**src/rtl/tile_fetch_agu_if.sv**
```systemverilog
// Control, configuration and BRAM-side signal bundle for the tile fetch address-generation unit.
// The master side (fetch controller) issues start/abort/config and back-pressure;
// the slave side (tile_fetch_agu) returns the BRAM read strobes and status.
interface tile_fetch_agu_if #(
    parameter int ADDR_WIDTH = 16,
    parameter int LEN_WIDTH  = 10,
    parameter int TILE_WIDTH = 9
);
    logic                  start;
    logic                  abort;
    logic [ADDR_WIDTH-1:0] cfg_base;
    logic [LEN_WIDTH-1:0]  cfg_len;
    logic [TILE_WIDTH-1:0] cfg_tiles;
    logic                  cfg_transpose;
    logic [ADDR_WIDTH-1:0] cfg_stride;
    logic                  out_ready;
    logic [ADDR_WIDTH-1:0] bram_addr;
    logic                  bram_en;
    logic                  rd_valid;
    logic                  rd_last;
    logic                  tile_done;
    logic                  busy;
    logic                  done;

    modport master (
        output start, abort, cfg_base, cfg_len, cfg_tiles, cfg_transpose, cfg_stride, out_ready,
        input  bram_addr, bram_en, rd_valid, rd_last, tile_done, busy, done
    );

    modport slave (
        input  start, abort, cfg_base, cfg_len, cfg_tiles, cfg_transpose, cfg_stride, out_ready,
        output bram_addr, bram_en, rd_valid, rd_last, tile_done, busy, done
    );
endinterface

```
**src/rtl/tile_fetch_agu.sv**
```systemverilog
// Tile fetch address-generation unit: one start walks cfg_tiles tiles of cfg_len reads each,
// in linear (base + t*len + k) or transposed (base + t + k*stride) order, using running
// accumulators only. Read strobes are delayed by RD_LATENCY so rd_valid/rd_last line up
// with the BRAM data. Abort cancels a run and flushes the in-flight strobes.
module tile_fetch_agu #(
    parameter int ADDR_WIDTH = 16,
    parameter int LEN_WIDTH  = 10,
    parameter int TILE_WIDTH = 9,
    parameter int RD_LATENCY = 2
) (
    input logic           clk,
    input logic           rst_n,
    tile_fetch_agu_if.slave bus
);

    typedef enum logic [1:0] {
        IDLE  = 2'd0,
        FETCH = 2'd1,
        DRAIN = 2'd2,
        DONE  = 2'd3
    } state_t;

    // All pipeline stages except the output stage; DRAIN ends once these are empty.
    localparam logic [RD_LATENCY-1:0] EARLY_MASK =
        RD_LATENCY'((64'd1 << (RD_LATENCY - 1)) - 64'd1);

    state_t                state;
    logic [LEN_WIDTH-1:0]  len_q;
    logic [TILE_WIDTH-1:0] tiles_q;
    logic                  transpose_q;
    logic [ADDR_WIDTH-1:0] stride_q;
    logic [LEN_WIDTH-1:0]  k_q;
    logic [TILE_WIDTH-1:0] t_q;
    logic [ADDR_WIDTH-1:0] addr_q;
    logic [ADDR_WIDTH-1:0] tile_addr_q;
    logic [RD_LATENCY-1:0] pipe_valid;
    logic [RD_LATENCY-1:0] pipe_last;

    logic                  abort_hit;
    logic                  issue;
    logic                  last_k;
    logic                  last_t;
    logic [ADDR_WIDTH-1:0] elem_step;
    logic [ADDR_WIDTH-1:0] tile_step;
    logic [ADDR_WIDTH-1:0] next_tile_addr;

    // Abort only matters while a run is active; in IDLE it merely masks start.
    assign abort_hit = bus.abort && (state != IDLE);
    // A read issues whenever FETCH sees a ready consumer and no abort this cycle.
    assign issue     = (state == FETCH) && bus.out_ready && !bus.abort;
    assign last_k    = (k_q == len_q - LEN_WIDTH'(1));
    assign last_t    = (t_q == tiles_q - TILE_WIDTH'(1));

    // Linear: +1 within a tile, +len between tile starts. Transposed: +stride within, +1 between.
    assign elem_step      = transpose_q ? stride_q : ADDR_WIDTH'(1);
    assign tile_step      = transpose_q ? ADDR_WIDTH'(1) : ADDR_WIDTH'(len_q);
    assign next_tile_addr = tile_addr_q + tile_step;

    assign bus.bram_en   = issue;
    assign bus.bram_addr = (state == FETCH) ? addr_q : '0;
    assign bus.rd_valid  = pipe_valid[RD_LATENCY-1] && !abort_hit;
    assign bus.rd_last   = pipe_last[RD_LATENCY-1] && !abort_hit;
    assign bus.tile_done = bus.rd_valid && bus.rd_last;
    assign bus.busy      = (state != IDLE);
    assign bus.done      = (state == DONE) && !bus.abort;

    // Run controller: config capture, tile/element counters and address accumulators.
    always_ff @(posedge clk or negedge rst_n) begin
        if (!rst_n) begin
            // NOTE: state registers use non-blocking assignments so every flop samples pre-edge values.
            state       <= IDLE;
            len_q       <= '0;
            tiles_q     <= '0;
            transpose_q <= 1'b0;
            stride_q    <= '0;
            k_q         <= '0;
            t_q         <= '0;
            addr_q      <= '0;
            tile_addr_q <= '0;
        end else if (abort_hit) begin
            state <= IDLE;
        end else begin
            case (state)
                IDLE: begin
                    if (bus.start && !bus.abort) begin
                        len_q       <= bus.cfg_len;
                        tiles_q     <= bus.cfg_tiles;
                        transpose_q <= bus.cfg_transpose;
                        stride_q    <= bus.cfg_stride;
                        k_q         <= '0;
                        t_q         <= '0;
                        addr_q      <= bus.cfg_base;
                        tile_addr_q <= bus.cfg_base;
                        state       <= (bus.cfg_len == '0 || bus.cfg_tiles == '0) ? DONE : FETCH;
                    end
                end
                FETCH: begin
                    if (issue) begin
                        if (last_k) begin
                            k_q <= '0;
                            if (last_t) begin
                                state <= DRAIN;
                            end else begin
                                t_q         <= t_q + TILE_WIDTH'(1);
                                tile_addr_q <= next_tile_addr;
                                addr_q      <= next_tile_addr;
                            end
                        end else begin
                            k_q    <= k_q + LEN_WIDTH'(1);
                            addr_q <= addr_q + elem_step;
                        end
                    end
                end
                DRAIN: begin
                    if ((pipe_valid & EARLY_MASK) == '0) begin
                        state <= DONE;
                    end
                end
                DONE: begin
                    state <= IDLE;
                end
                // NOTE: a default arm keeps an illegal encoding from wedging the FSM and avoids latch-like holds.
                default: begin
                    state <= IDLE;
                end
            endcase
        end
    end

    // Read-latency shift pipeline carrying the issue strobe and its last-of-tile flag.
    always_ff @(posedge clk or negedge rst_n) begin
        if (!rst_n) begin
            // NOTE: these are a handful of flops, not a RAM, so clearing them in reset is cheap and required.
            pipe_valid <= '0;
            pipe_last  <= '0;
        end else if (abort_hit) begin
            pipe_valid <= '0;
            pipe_last  <= '0;
        end else begin
            pipe_valid[0] <= issue;
            pipe_last[0]  <= issue && last_k;
            for (int i = 1; i < RD_LATENCY; i++) begin
                pipe_valid[i] <= pipe_valid[i-1];
                pipe_last[i]  <= pipe_last[i-1];
            end
        end
    end

endmodule
```
**src/flat_wrapper.sv**
```systemverilog
// flat-port wrapper written by rule: the top's interface ports become plain ports
module tile_fetch_agu_flat 
#(
    parameter int ADDR_WIDTH = 16,
    parameter int LEN_WIDTH  = 10,
    parameter int TILE_WIDTH = 9,
    parameter int RD_LATENCY = 2
)
  (clk, rst_n, bus_start, bus_abort, bus_cfg_base, bus_cfg_len, bus_cfg_tiles, bus_cfg_transpose, bus_cfg_stride, bus_out_ready, bus_bram_addr, bus_bram_en, bus_rd_valid, bus_rd_last, bus_tile_done, bus_busy, bus_done);
  tile_fetch_agu_if #(.ADDR_WIDTH(ADDR_WIDTH), .LEN_WIDTH(LEN_WIDTH), .TILE_WIDTH(TILE_WIDTH)) bus_i ();
  input logic clk;
  input logic rst_n;
  input wire logic [$bits(bus_i.start)-1:0] bus_start;
  input wire logic [$bits(bus_i.abort)-1:0] bus_abort;
  input wire logic [$bits(bus_i.cfg_base)-1:0] bus_cfg_base;
  input wire logic [$bits(bus_i.cfg_len)-1:0] bus_cfg_len;
  input wire logic [$bits(bus_i.cfg_tiles)-1:0] bus_cfg_tiles;
  input wire logic [$bits(bus_i.cfg_transpose)-1:0] bus_cfg_transpose;
  input wire logic [$bits(bus_i.cfg_stride)-1:0] bus_cfg_stride;
  input wire logic [$bits(bus_i.out_ready)-1:0] bus_out_ready;
  output wire logic [$bits(bus_i.bram_addr)-1:0] bus_bram_addr;
  output wire logic [$bits(bus_i.bram_en)-1:0] bus_bram_en;
  output wire logic [$bits(bus_i.rd_valid)-1:0] bus_rd_valid;
  output wire logic [$bits(bus_i.rd_last)-1:0] bus_rd_last;
  output wire logic [$bits(bus_i.tile_done)-1:0] bus_tile_done;
  output wire logic [$bits(bus_i.busy)-1:0] bus_busy;
  output wire logic [$bits(bus_i.done)-1:0] bus_done;
  assign bus_i.start = bus_start;
  assign bus_i.abort = bus_abort;
  assign bus_i.cfg_base = bus_cfg_base;
  assign bus_i.cfg_len = bus_cfg_len;
  assign bus_i.cfg_tiles = bus_cfg_tiles;
  assign bus_i.cfg_transpose = bus_cfg_transpose;
  assign bus_i.cfg_stride = bus_cfg_stride;
  assign bus_i.out_ready = bus_out_ready;
  assign bus_bram_addr = bus_i.bram_addr;
  assign bus_bram_en = bus_i.bram_en;
  assign bus_rd_valid = bus_i.rd_valid;
  assign bus_rd_last = bus_i.rd_last;
  assign bus_tile_done = bus_i.tile_done;
  assign bus_busy = bus_i.busy;
  assign bus_done = bus_i.done;
  tile_fetch_agu #(.ADDR_WIDTH(ADDR_WIDTH), .LEN_WIDTH(LEN_WIDTH), .TILE_WIDTH(TILE_WIDTH), .RD_LATENCY(RD_LATENCY)) u_core (.clk(clk), .rst_n(rst_n), .bus(bus_i));
endmodule
```
**config.mk**
```make
export PLATFORM = sky130hd
export DESIGN_NAME = tile_fetch_agu_flat
export DESIGN_NICKNAME = d
export VERILOG_FILES = /design/src/rtl/tile_fetch_agu_if.sv /design/src/rtl/tile_fetch_agu.sv /design/src/flat_wrapper.sv
export SDC_FILE = /design/constraint.sdc
export NUM_CORES = 1
export LEC_CHECK = 0
export ABC_CLOCK_PERIOD_IN_PS = 3200
export CAP_MARGIN = 40
export CORE_MARGIN = 1
export CORE_UTILIZATION = 53
export CTS_BUF_LIST = sky130_fd_sc_hd__clkbuf_8
export DETAILED_ROUTE_END_ITERATION = 6
export PLACE_DENSITY = 0.79
export SETUP_SLACK_MARGIN = 0.1
export SYNTH_ARGS = -nofsm -noshare
export SYNTH_HDL_FRONTEND = slang
export SYNTH_SLANG_ARGS = --single-unit
```
**constraint.sdc**
```tcl
create_clock -name clk -period 3.2 [get_ports clk]
set_clock_uncertainty 0.1 [all_clocks]
set_input_delay 0.32 -clock clk [delete_from_list [all_inputs] [get_ports clk]]
set_output_delay 0.32 -clock clk [all_outputs]
set_load 0.01 [all_outputs]
```
==> impl_metrics.csv <==
group,metric,value,unit
clocking,clk_path_buf_depth,2,
timing,slew_viol_final,0,
worst_setup_path,reg2reg_to,"u_core.t_q[7]",
timing,setup_tns,0,ns
worst_setup_path,path_common_cell,"or4_1",
placed_design,place_inst,934,
clocking,insertion_delay,0.39,ns
timing,tightest_slew,0.644,ns
finish,final_area,7820,um^2
route,drtIter0Drc,328,
worst_setup_path,r2r_start,"u_core.len_q[0]",
global_routing,grt_overflow,0,
synthesis,synthTopCellsByArea,"dfrtp_1 (36%), mux2_2 (7.1%), ha_1 (6.5%)",
finish,final_common_cell,"dfrtp_1",
floorplanning,die_width,113,um
pwr,leakage,3.38,nW
route,ant_nets,0,
route,wirelength,16.6,mm
route,vias,5669,
placed_design,postPlaceCellArea,7550,um^2
worst_setup_path,crit_arrival,3.21,ns
finish,fin_cells,951,
timing,hold_violations,0,
synthesis,synth_nets,815,
timing,rsz0062_at_grt,"yes",
route,vias_per_cell,5.96,
worst_setup_path,end_kind,"register",
worst_setup_path,critPathBufInv,2,
synthesis,ys_seq_area_frac,0.356,
floorplanning,boundaryPins,79,
floorplanning,fp.coreArea,12000,um^2
finish,drive_above_1_share,0.121,
run,cap_viol_max_count,0,
floorplanning,num_rows,40,
worst_setup_path,max_stage_delay,0.46,ns
synthesis,yosysTopAreaCell,"dfrtp_1",
timing,min_period,2.99,ns
worst_setup_path,reg2reg_slack,0.21,ns
finish,area_growth,19.5,%
synthesis,synthFlopType,"dfrtp_1",
synthesis,yosysWarnings,0,
timing,timing.slew.headroom,0.571,
global_routing,grt_pass1_wl,27.1,mm
synthesis,synthCells,722,
synthesis,ys_seq_elements,93,
synthesis,async_reset_ff_frac,1.00,
clocking,cts.sink_count,93,
clocking,numCtsBuffers,9,
floorplanning,start_util,0.544,
synthesis,synth_edf_count,0,
placed_design,post-dp-hpwl,12.2,mm
worst_setup_path,reg2regPathDepth,10,
clocking,post_cts_buffers,0,
placed_design,place_congestion,0.890,
pwr,powerDensity,986,nW/um^2
pwr,vdd_drop_max,533,uV
worst_setup_path,crit_type,"reg2reg",
synthesis,yosysTopAreaCellShare,0.356,
timing,setup_viol_count_final,0,
finish,layout_common_cells,"dfrtp_1 (91), clkdlybuf4s50_1 (77), nand2_1 (59), nor2_1 (54), o21ai_0 (42)",
worst_setup_path,path_cells,"inv_1, ha_2, nand2_1, or4_1, a221o_1, o21ai_4, buf_4, nand4bb_1, or4_1, a21oi_1",
worst_setup_path,start_kind,"register",
floorplanning,die_area,12800,um^2
placed_design,port_buffers,78,
worst_setup_path,slowest_stage,"dfrtp_2",
route,dr.pass1.iters,5,
worst_setup_path,critical_path_depth,10,
global_routing,grt_max_degree,50,
floorplanning,die_h,113,um
synthesis,avgSynthCellArea,9.06,um^2
route,post-route-drc-count,0,
timing,timing.final.crit_share,0.935,
route,wl_per_cell,17.4,um
timing,fmax,334,MHz
synthesis,synthDistinctLibCells,60,
worst_setup_path,cp_top_family,"simple AND/OR/NAND/NOR gates",
clocking,cts.clk_slew.worst_paths,0.10,ns
hold_path,hold_class,"in2async",
pwr,power,0.00771,W
clocking,cts_tree,"done",
global_routing,grt_use_total,0.270,
clocking,htreeDepth,3,
global_routing,antenna_found_initial,0,
finish,final_core_util,0.651,
finish,n_antenna_cell,0,
clocking,cts-root-buf,"clkbuf_8",
global_routing,grt_pass1_vias,5640,
synthesis,syn-cell-area,6540,um^2
finish,layout.nets,892,
worst_setup_path,critPathMaxFanout,7,
worst_setup_path,worstPathRequired,3.42,ns
outcome,status,"finished clean",
[per-layer routing]
layer / global-route usage / wire (um)
met5: 0 / 0
met4: 0.122 / 449
met3: 0.0525 / 749
met2: 0.456 / 8030
met1: 0.334 / 7330
[cell type report]
class                      count  area (um^2)
fill                         999         4200
clock buffer                   9          124
multi-input combinational    572         4030
sequential                    93         2330
timing repair buffer          99          963
clock inverter                 7         97.6
inverter                      24         90.1
tap                          147          184
[worst max-delay path by stage]
stage / startpoint / end / slack (ns)
6_report: u_core.len_q[0] / u_core.t_q[7] / 0.21
5_1_grt: u_core.transpose_q / u_core.addr_q[13] / 0.08
4_1_cts: u_core.len_q[0] / u_core.addr_q[12] / 0.16
3_5_place_dp: u_core.len_q[0] / u_core.addr_q[12] / 0.19
3_3_place_gp: u_core.len_q[2] / u_core.t_q[7] / 0.30
2_1_floorplan: u_core.transpose_q / u_core.addr_q[12] / 0.19
[report_power, final]
part	internal, W	switching, W
registers	0.00165	0.000562
clock network	0.000444	0.000461
logic	0.00217	0.00241
[sequential cells by signal (all words and copies together), names as in the netlist]
| signal | flops |
|---|---|
| u_core.addr_q | 16 |
| u_core.stride_q | 16 |
| u_core.tile_addr_q | 16 |
| u_core.k_q | 10 |
| u_core.len_q | 10 |
| u_core.t_q | 9 |
| u_core.tiles_q | 9 |
| u_core.pipe_last | 2 |
| u_core.pipe_valid | 2 |
| u_core.state | 2 |
| u_core.transpose_q | 1 |
[metrics by stage]
stage / hold slack [ns] / setup WS, ns
floorplan: -0.0756 / 0.194
CTS: 0.392 / 0.163
global route: 0.410 / 0.0793
detailed placement: 0.278 / 0.188
global placement: 0.279 / 0.303
finish: 0.388 / 0.209
[cell usage after synthesis, types with 3 or more instances]
cell type / count
and2_1: 37
or2_2: 5
nand3b_1: 3
nand4_1: 9
a211oi_1: 13
mux2i_1: 15
dfrtp_1: 93
nand2_1: 59
o21ai_0: 43
a31oi_1: 5
buf_1: 3
nand2b_1: 14
a211o_1: 3
o211ai_1: 7
nor2_1: 54
nor3_1: 14
a22oi_1: 3
a21oi_1: 30
nor2b_1: 17
nor4_1: 9
clkbuf_1: 24
and3_1: 9
nand3_1: 16
xnor2_1: 24
xor2_1: 26
inv_1: 24
o31ai_1: 11
a21boi_0: 4
a22o_1: 7
mux2_2: 41
o22ai_1: 4
or4_1: 6
o21a_1: 5
ha_1: 34
a21o_1: 15
buf_2: 5
[cells by family (layout without fill, tap and decap cells)]
kind of cell | after synthesis | after routing | share of synthesized area
XOR/XNOR | 50 | 50 | 0.0670
multiplexers | 56 | 56 | 0.0936
buffers and inverters | 57 | 139 | 0.0339
AO/OA/AOI/OAI | 169 | 169 | 0.171
AND/OR/NAND/NOR | 261 | 261 | 0.208
adder cells (fa/ha/maj) | 36 | 36 | 0.0712
flip-flops | 93 | 93 | 0.356
[repair_timing]
action,4_1_cts,5_1_grt
resized for setup,0,9
hold buffers,1,0
endpoints found under the hold margin,44,0
endpoints found under the setup margin,0,20
(Power assumes the default switching activity.)
